==> src/rtl/fc_tx_scheduler.sv <==
`default_nettype none
// ============================================================================
// Module   : fc_tx_scheduler
// Summary  : Round-robin whole-frame scheduler in front of the FC framer
//            user-TX port, gated by BB credit, inter-frame gap and link state.
// Revision : 1.0  initial release
// ============================================================================
module fc_tx_scheduler #(
    parameter int NUM_REQ   = 2,
    parameter int IFG_WORDS = 6,
    parameter int BB_CREDIT = 8,
    parameter int CREDIT_W  = 8,
    parameter int IDX_W     = (NUM_REQ > 1) ? $clog2(NUM_REQ) : 1
) (
    input  logic                    clk_i,
    input  logic                    reset_i,
    input  logic                    link_active_i,
    input  logic                    rrdy_pulse_i,
    input  logic [32*NUM_REQ-1:0]   req_data_i,
    input  logic [NUM_REQ-1:0]      req_valid_i,
    input  logic [NUM_REQ-1:0]      req_sop_i,
    input  logic [NUM_REQ-1:0]      req_eop_i,
    output logic [NUM_REQ-1:0]      req_ready_o,
    output logic [31:0]             tx_data_o,
    output logic                    tx_valid_o,
    output logic                    tx_sop_o,
    output logic                    tx_eop_o,
    input  logic                    tx_ready_i,
    output logic [CREDIT_W-1:0]     credit_avail_o,
    output logic [IDX_W-1:0]        grant_idx_o,
    output logic [31:0]             frames_sent_o,
    output logic [15:0]             frames_abort_o,
    output logic                    credit_error_o
);

    localparam int GAP_W = (IFG_WORDS > 2) ? $clog2(IFG_WORDS) : 1;
    localparam logic [GAP_W-1:0]    GAP_LOAD   = GAP_W'(IFG_WORDS - 1);
    localparam logic [CREDIT_W-1:0] CREDIT_MAX = CREDIT_W'(BB_CREDIT);
    localparam logic [IDX_W-1:0]    IDX_LAST   = IDX_W'(NUM_REQ - 1);
    localparam bit                  SKIP_GAP   = (IFG_WORDS <= 1);

    typedef enum logic [1:0] {
        ST_ARB   = 2'd0,
        ST_XFER  = 2'd1,
        ST_DRAIN = 2'd2,
        ST_GAP   = 2'd3
    } state_t;

    state_t                state_q, state_d;
    logic [IDX_W-1:0]      grant_q, grant_d;
    logic [CREDIT_W-1:0]   credit_q, credit_d;
    logic [GAP_W-1:0]      gap_q, gap_d;
    logic [31:0]           sent_q, sent_d;
    logic [15:0]           abort_q, abort_d;
    logic                  cerr_q, cerr_d;

    logic [NUM_REQ-1:0]    cand_w;
    logic [NUM_REQ-1:0]    req_ready_w;
    logic [IDX_W-1:0]      pick_w;
    logic                  pick_found_w;
    logic                  grant_fire_w;
    logic                  g_valid_w, g_sop_w, g_eop_w;
    logic [31:0]           g_data_w;
    logic                  xfer_valid_w;
    logic                  sop_acc_w;
    logic                  eop_acc_w;

    assign cand_w    = req_valid_i & req_sop_i;
    assign g_valid_w = req_valid_i[grant_q];
    assign g_sop_w   = req_sop_i[grant_q];
    assign g_eop_w   = req_eop_i[grant_q];
    assign g_data_w  = req_data_i[32*grant_q +: 32];

    // Round-robin scan beginning one past the last granted requester.
    always_comb begin
        logic [IDX_W-1:0] scan;
        pick_found_w = 1'b0;
        pick_w       = grant_q;
        scan         = grant_q;
        for (int k = 0; k < NUM_REQ; k++) begin
            scan = (scan == IDX_LAST) ? '0 : scan + 1'b1;
            if (!pick_found_w && cand_w[scan]) begin
                pick_found_w = 1'b1;
                pick_w       = scan;
            end
        end
    end

    assign grant_fire_w = (state_q == ST_ARB) && pick_found_w &&
                          link_active_i && (credit_q != '0);

    always_comb begin
        state_d      = state_q;
        grant_d      = grant_q;
        gap_d        = gap_q;
        sent_d       = sent_q;
        abort_d      = abort_q;
        xfer_valid_w = 1'b0;
        req_ready_w  = '0;
        sop_acc_w    = 1'b0;
        eop_acc_w    = 1'b0;
        case (state_q)
            ST_ARB: begin
                if (grant_fire_w) begin
                    grant_d = pick_w;
                    state_d = ST_XFER;
                end else begin
                    req_ready_w = req_valid_i & ~req_sop_i;
                end
            end
            ST_XFER: begin
                if (link_active_i) begin
                    xfer_valid_w         = g_valid_w;
                    req_ready_w[grant_q] = tx_ready_i;
                    sop_acc_w            = g_valid_w & tx_ready_i & g_sop_w;
                    eop_acc_w            = g_valid_w & tx_ready_i & g_eop_w;
                    if (eop_acc_w) begin
                        sent_d  = sent_q + 32'd1;
                        gap_d   = GAP_LOAD;
                        state_d = SKIP_GAP ? ST_ARB : ST_GAP;
                    end
                end else begin
                    state_d = ST_DRAIN;
                    if (abort_q != '1) begin
                        abort_d = abort_q + 16'd1;
                    end
                end
            end
            ST_DRAIN: begin
                req_ready_w[grant_q] = 1'b1;
                if (g_valid_w && g_eop_w) begin
                    gap_d   = GAP_LOAD;
                    state_d = SKIP_GAP ? ST_ARB : ST_GAP;
                end
            end
            ST_GAP: begin
                // The ARB cycle that follows is the final idle word of the gap.
                gap_d = gap_q - 1'b1;
                if (gap_q <= GAP_W'(1)) begin
                    state_d = ST_ARB;
                end
            end
            default: state_d = ST_ARB;
        endcase
    end

    always_comb begin
        credit_d = credit_q;
        cerr_d   = cerr_q;
        if (sop_acc_w && !rrdy_pulse_i) begin
            credit_d = credit_q - 1'b1;
        end else if (!sop_acc_w && rrdy_pulse_i) begin
            if (credit_q >= CREDIT_MAX) begin
                cerr_d = 1'b1;
            end else begin
                credit_d = credit_q + 1'b1;
            end
        end
    end

    always_ff @(posedge clk_i or posedge reset_i) begin
        if (reset_i) begin
            state_q  <= ST_ARB;
            grant_q  <= IDX_LAST;
            credit_q <= CREDIT_MAX;
            gap_q    <= '0;
            sent_q   <= '0;
            abort_q  <= '0;
            cerr_q   <= 1'b0;
        end else begin
            state_q  <= state_d;
            grant_q  <= grant_d;
            credit_q <= credit_d;
            gap_q    <= gap_d;
            sent_q   <= sent_d;
            abort_q  <= abort_d;
            cerr_q   <= cerr_d;
        end
    end

    // Handshake outputs are forced low directly by reset, without a clock edge.
    always_comb begin
        req_ready_o = '0;
        tx_valid_o  = 1'b0;
        tx_sop_o    = 1'b0;
        tx_eop_o    = 1'b0;
        tx_data_o   = '0;
        if (!reset_i) begin
            req_ready_o = req_ready_w;
            if (state_q == ST_XFER) begin
                tx_valid_o = xfer_valid_w;
                tx_sop_o   = xfer_valid_w & g_sop_w;
                tx_eop_o   = xfer_valid_w & g_eop_w;
                tx_data_o  = g_data_w;
            end
        end
    end

    assign credit_avail_o = credit_q;
    assign grant_idx_o    = grant_q;
    assign frames_sent_o  = sent_q;
    assign frames_abort_o = abort_q;
    assign credit_error_o = cerr_q;

endmodule
`default_nettype wire

==> config.mk <==
export PLATFORM = sky130hd
export DESIGN_NAME = fc_tx_scheduler
export DESIGN_NICKNAME = d
export VERILOG_FILES = /design/src/rtl/fc_tx_scheduler.sv
export SDC_FILE = /design/constraint.sdc
export NUM_CORES = 1
export LEC_CHECK = 0
export ABC_AREA = 1
export CORE_AREA = 5 5 132 84
export DETAILED_ROUTE_END_ITERATION = 10
export DIE_AREA = 0 0 137 89
export GPL_TIMING_DRIVEN = 0
export PLACE_DENSITY = 0.9
export SLEW_MARGIN = 30
export SYNTH_ARGS = -nofsm -noshare
export SYNTH_HDL_FRONTEND = slang
export SYNTH_SLANG_ARGS = --single-unit
==> constraint.sdc <==
create_clock -name clk_i -period 7.3 [get_ports clk_i]
set_clock_uncertainty 0.1 [all_clocks]
set_input_delay 1.095 -clock clk_i [delete_from_list [all_inputs] [get_ports clk_i]]
set_output_delay 1.095 -clock clk_i [all_outputs]
set_load 0.03 [all_outputs]
==> metrics.cfg, run 1 <==
[setup_path]
regToRegSetupSlack_ns=4.36
cp_slowest_cell=clkdlybuf4s50_1
cpPeakStageDelay_ns=0.73
cp_cell_sequence=clkdlybuf4s50_1, inv_4, buf_16, nand2_1, buf_1, nor3_1, clkdlybuf4s50_1
startpoint_type=primary input
crit_fanout=50
end_kind=output pin
crit_arrival_ns=3.58
crit_type=primary input to output pin
path_buf_inv=5
crit_family=buffers and inverters
cp.required_ns=6.11
path_common_cell=clkdlybuf4s50_1

[logic_synthesis]
synth_nets=799
synth.avg_cell_area_sq_um=6.55
syn_inst=712
ys_warn_count=0
yosysTopAreaCellShare=0.327
syn-cell-area_sq_um=4670
yosysMostFrequentCell=nand2_1
synth_cell_types=33
ys.flop_type=dfrtp_1
ys_ff_latch=63
synth-edff-count=0
async_flop_share=1.00
synth_area_leaders=dfrtp_1 (33%), nand2_1 (19%), nor2_1 (9.1%), inv_1 (5.8%), nor3_1 (4.9%)
netlist_top_cells_count=nand2_1 (241), nor2_1 (113), inv_1 (72)
yosysSeqAreaShare=0.338
synth_top_area_cell=dfrtp_1

[clock_network]
cts_setup_buffers=0
clock-sinks=63
cts_max_path_buffers=2
cts_made_buffers=9
post_cts_resized=0
cts-root-buf=clkbuf_16
cts.clk_slew.worst_paths_ns=0.05
htree_levels=3
cts_tree=built
clock_latency_ns=0.33
cts_hold_buf=0

[routing]
vias_per_cell=5.07
dr_total_vias=5242
wl_per_cell_um=14.4
detail-route-antenna-nets=0
post-route-drc-count=0
wirelength_mm=14.9
drt_iter0_markers=567
drt-pass1-iter-count=5

[floorplan]
dieArea_sq_um=12200
die_h_um=89
num_io_pins=170
std_cell_rows=28
die_w_um=137
start_util=0.484
core_sq_um=9630

[global_route]
grt_pass1_wl_mm=23.6
grt.total_usage=0.246
grt-ovfl-total=0
antenna_found_initial=0
grt_max_degree=51
grt_pass1_vias=4774

[sta]
maxSlewViolCount=0
tns_ns=0
hold_violations=0
relSlewSlack=0.641
tightest_slew_ns=0.534
max_freq_ghz=0.210
period_minus_slack_ns=4.77
rsz0062_at_grt=false
fin_crit_sh=0.654
setup_violations=0

[placement]
io_buffers=169
routabilityCongestion=0.946
post-dp-hpwl_mm=11.8

[power]
cellPowerDensity_nw_per_um2=299
peakVddDrop_mv=0.144
p_leak_nw=3.20

[run]
cap_violations=0

[layout]
drive_gt1_frac=0.0668
fin_nets=980
diodes=0
fill_cells=771
syn2layout_area_growth_pct=48.5
utilization=0.719

[status]
status=complete, no violations

[hold_path]
hp-class=flip-flop to flip-flop

[metrics by stage]
step	area (sq um)	instances	hold slack, ns	power [W]	worst slack [ns]
final	6930	1033	0.382	0.00207	2.53
after global routing	6930	1033	0.410	0.00220	2.35
after CTS	6930	1033	0.383	0.00207	2.49
after detailed placement	6560	1017	0.364	0.00154	2.49
after global placement	6530	1016	0.360	0.00151	0.765
after floorplan	4670	712	0.342	0.00116	2.35
[state kept, by name, summed over array words and instances, names as in the netlist]
name            cells
grant_idx_o         1
frames_abort_o     16
state_q             2
frames_sent_o      32
credit_error_o      1
gap_q               3
credit_avail_o      8
[layout by cell type (no fill, tap or decap), types with 2 or more instances in the layout]
master / instances
nand2_1: 241
clkdlybuf4s50_1: 169
nor2_1: 113
inv_1: 71
dfrtp_1: 61
nor3_1: 46
nand3_1: 37
xor2_1: 25
o21ai_0: 16
nand4_1: 13
ha_1: 12
xnor2_1: 10
clkbuf_16: 9
inv_2: 8
o21ai_2: 8
nand3b_1: 5
buf_2: 5
a21oi_1: 5
nor2_4: 5
buf_1: 5
bufinv_16: 4
nor3_2: 3
buf_4: 2
and3_1: 2
nand2_4: 2
buf_6: 2
o21ai_1: 2
clkbuf_1: 2
nor2_2: 2
clkinv_4: 2
dfstp_2: 2
[power breakdown]
group / internal, W / switching (W)
Clock: 0.000369 / 0.000162
Sequential: 0.000423 / 0.0000910
Combinational: 0.000386 / 0.000638
Total: 0.00118 / 0.000891
[layer usage]
metal,share of wire,vias up,track usage
met5,0,-,0
met4,0.018,0,0.0688
met3,0.12,26,0.0771
met2,0.43,264,0.378
met1,0.43,2357,0.336
li1,-,2595,-
[path summary, 6_finish.rpt]
check                            startpoint           endpoint  depth (start not counted)
worst max-delay path                reset_i      tx_data_o[27]                          7
worst min-delay path               gap_q[1]           gap_q[1]                          2
worst max register to register  grant_idx_o  credit_avail_o[6]                         15
worst min register to register     gap_q[1]           gap_q[1]                          2
max in group asynchronous           reset_i        grant_idx_o                          3
min in group asynchronous           reset_i  frames_sent_o[17]                          2
[cell families (layout without fill, tap and decap cells)]
family / Yosys count / count (layout) / share of synthesized area
AO/OA/AOI/OAI: 34 / 34 / 0.0469
AND/OR/NAND/NOR: 472 / 472 / 0.433
buffers and inverters: 96 / 282 / 0.0834
XOR/XNOR: 35 / 35 / 0.0657
adder cells (fa/ha/maj): 12 / 12 / 0.0322
flip-flops: 63 / 63 / 0.338
[cell type report]
type,instances,area [sq um],share of cell area
inverters,80,303,0.0437
well taps,135,169,0.0244
clock inverters,7,145,0.0210
flip-flops and latches,63,1580,0.228
repair buffers,170,1720,0.248
clock buffers,9,225,0.0325
plain buffers,16,88.8,0.0128
multi-input cells,553,2700,0.389
[worst register-to-register path, stage by stage, from the launching register on]
cell,delay [ns]
dfstp_2,0.56
clkbuf_1,0.31
o21ai_0,0.21
nor2_1,0.22
ha_1,0.28
buf_4,0.22
nor2_1,0.06
nor2_1,0.14
ha_1,0.16
a21oi_1,0.05
inv_1,0.10
nand3_1,0.11
nand3_1,0.08
nand2_1,0.05
nand3_1,0.10
nand2_1,0.07
(Power assumes the default switching activity.)
==> inputs of run 2 (changes only) <==
CORE_AREA = 5 5 144 91   (was 5 5 132 84)
DIE_AREA = 0 0 149 96   (was 0 0 137 89)
PLACE_DENSITY = 0.81   (was 0.9)
clock period = 4.3 ns   (was 7.3 ns; I/O delays follow)
==> metrics.cfg, run 2 (synthesized netlist as in run 1, its figures left out) <==
[status]
status=complete, no violations  ; unchanged

[global_route]
grt.total_usage=0.201  ; was 0.246
grt_pass1_vias=4721  ; was 4774
grt-ovfl-total=0  ; unchanged
busiest_layer=met2  ; unchanged
antenna_found_initial=0  ; unchanged
grt_max_degree=36  ; was 51
grt_util_met1=0.283  ; was 0.336
grtUsageMet3=0.0673  ; was 0.0771
met2_usage=0.298  ; was 0.378
grt_pass1_wl_mm=23.0  ; was 23.6 mm

[setup_path]
crit_fanout=35  ; was 50
cp.required_ns=3.56  ; was 6.11 ns
reg2regPathDepth=15  ; unchanged
crit_arrival_ns=3.17  ; was 3.58 ns
end_kind=output pin  ; unchanged
startpoint_type=primary input  ; unchanged
crit_path_start=reset_i  ; unchanged
crit_type=primary input to output pin  ; unchanged
regToRegSetupSlack_ns=1.31  ; was 4.36 ns
r2r_end=credit_avail_o[4]  ; was credit_avail_o[6]
crit_end=tx_data_o[24]  ; was tx_data_o[27]
r2r-start=grant_idx_o  ; unchanged

[routing]
drt-pass1-iter-count=5  ; unchanged
wirelength_mm=14.4  ; was 14.9 mm
dr_total_vias=5143  ; was 5242
vias_per_cell=4.84  ; was 5.07
post-route-drc-count=0  ; unchanged
drt_iter0_markers=377  ; was 567
detail-route-antenna-nets=0  ; unchanged
wl_per_cell_um=13.6  ; was 14.4 um

[sta]
worst_slack_ns=0.382  ; was 2.53 ns
max_freq_ghz=0.255
tightest_slew_ns=0.566  ; was 0.534 ns
fin_crit_sh=0.911
hold_violations=0  ; unchanged
rsz0062_at_grt=false  ; unchanged
maxSlewViolCount=0  ; unchanged
period_minus_slack_ns=3.92
relSlewSlack=0.620  ; was 0.641
tns_ns=0  ; unchanged
setup_violations=0  ; unchanged

[clock_network]
cts_setup_buffers=0  ; unchanged
cts_hold_buf=0  ; unchanged
htree_levels=3  ; unchanged
post_cts_resized=0  ; unchanged
cts-root-buf=clkbuf_16  ; unchanged
clock_latency_ns=0.33  ; about the same
cts_tree=built  ; unchanged
cts_max_path_buffers=2  ; unchanged
clock-sinks=63  ; unchanged
cts.clk_slew.worst_paths_ns=0.05  ; about the same
cts_made_buffers=9  ; unchanged

[placement]
numPlacedInstances=1047  ; was 1017
routabilityCongestion=0.929  ; was 0.946
io_buffers=169  ; unchanged
dp_slack_ns=0.308  ; was 2.49 ns
post-dp-hpwl_mm=11.7  ; was 11.8 mm

[layout]
largest_reg_flops=32  ; unchanged
final_cell_count_no_fill=1063  ; was 1033
layout_commonest_cell=nand2_1  ; unchanged
fin_nets=980  ; unchanged
drive_gt1_frac=0.0668  ; unchanged
syn2layout_area_growth_pct=47.6  ; was 48.5%
diodes=0  ; unchanged
final_cell_mix=nand2_1 (241), clkdlybuf4s50_1 (169), nor2_1 (113), inv_1 (71), dfrtp_1 (61)  ; unchanged

[power]
pwr-share-seq=0.262  ; was 0.248
p_sw_frac=0.450  ; was 0.431
power.internal_w=0.00183  ; was 0.00118 W
p_leak_nw=3.17  ; was 3.20 nW
p_comb_frac=0.521  ; was 0.495
p_sw_w=0.00150  ; was 0.000891 W
design_power_total_w=0.00333  ; was 0.00207 W
cellPowerDensity_nw_per_um2=484  ; was 299 nW/um^2
peakVddDrop_mv=0.257  ; was 0.144 mV
pwr-share-clk=0.217  ; was 0.257

[floorplan]
core_sq_um=11700  ; was 9630 sq um
die_w_um=149  ; was 137 um
num_io_pins=170  ; unchanged
start_util=0.398  ; was 0.484
dieArea_sq_um=14300  ; was 12200 sq um
std_cell_rows=31  ; was 28
die_h_um=96  ; was 89 um

[run]
cap_violations=0  ; unchanged

[hold_path]
hp-class=flip-flop to flip-flop  ; unchanged

-- run 2: per-stage QoR --
step / hold slack (ns) / area (sq um) / util
6_report: 0.371 / 6890 / 0.588
5_1_grt: 0.390 / 6890 / 0.588
4_1_cts: 0.372 / 6890 / 0.588
3_5_place_dp: 0.359 / 6590 / 0.562
3_3_place_gp: 0.359 / 6560 / 0.560
2_1_floorplan: 0.342 / 4670 / -
-- run 2: per-layer routing --
metal	vias to the layer above	wire (um)	part of all wire
met3	15	1430	0.099
met1	2321	6730	0.47
li1	2593	-	-
met5	-	0	0
met2	214	6050	0.42
met4	0	207	0.014
-- run 2: layout make-up --
class                      instances  area, sq um
buffer                            16         88.8
clock buffer                      10          239
clock inverter                     6         60.1
fill                            1095         4830
inverter                          80          303
multi-input combinational        553         2700
sequential                        63         1580
tap                              165          206
timing repair buffer             170         1710
-- run 2: how the worst min path moves through the flow --
| stage | from | to | slack [ns] | depth (start not counted) |
|---|---|---|---|---|
| global route | gap_q[1] | gap_q[1] | 0.39 | 2 |
| detailed placement | gap_q[1] | gap_q[1] | 0.36 | 2 |
| floorplan | gap_q[1] | gap_q[1] | 0.34 | 2 |
| CTS | gap_q[1] | gap_q[1] | 0.37 | 2 |
| global placement | gap_q[1] | gap_q[1] | 0.36 | 2 |
| finish | gap_q[1] | gap_q[1] | 0.37 | 2 |
-- run 2: worst max-delay path, cell delays in order --
cell	delay (ns)
clkdlybuf4s50_1	0.45
inv_4	0.34
buf_12	0.28
nand2_1	0.18
buf_1	0.27
nor3_1	0.27
clkdlybuf4s50_1	0.72
-- run 2: power groups by stage --
stage / registers (W) / clock network [W] / logic (W)
final: 0.000874 / 0.000723 / 0.00173
after global routing: 0.000893 / 0.000766 / 0.00190
after CTS: 0.000870 / 0.000738 / 0.00174
after detailed placement: 0.000878 / 0 / 0.00173
after global placement: 0.000874 / 0 / 0.00171
after floorplan: 0.00101 / 0 / 0.000950
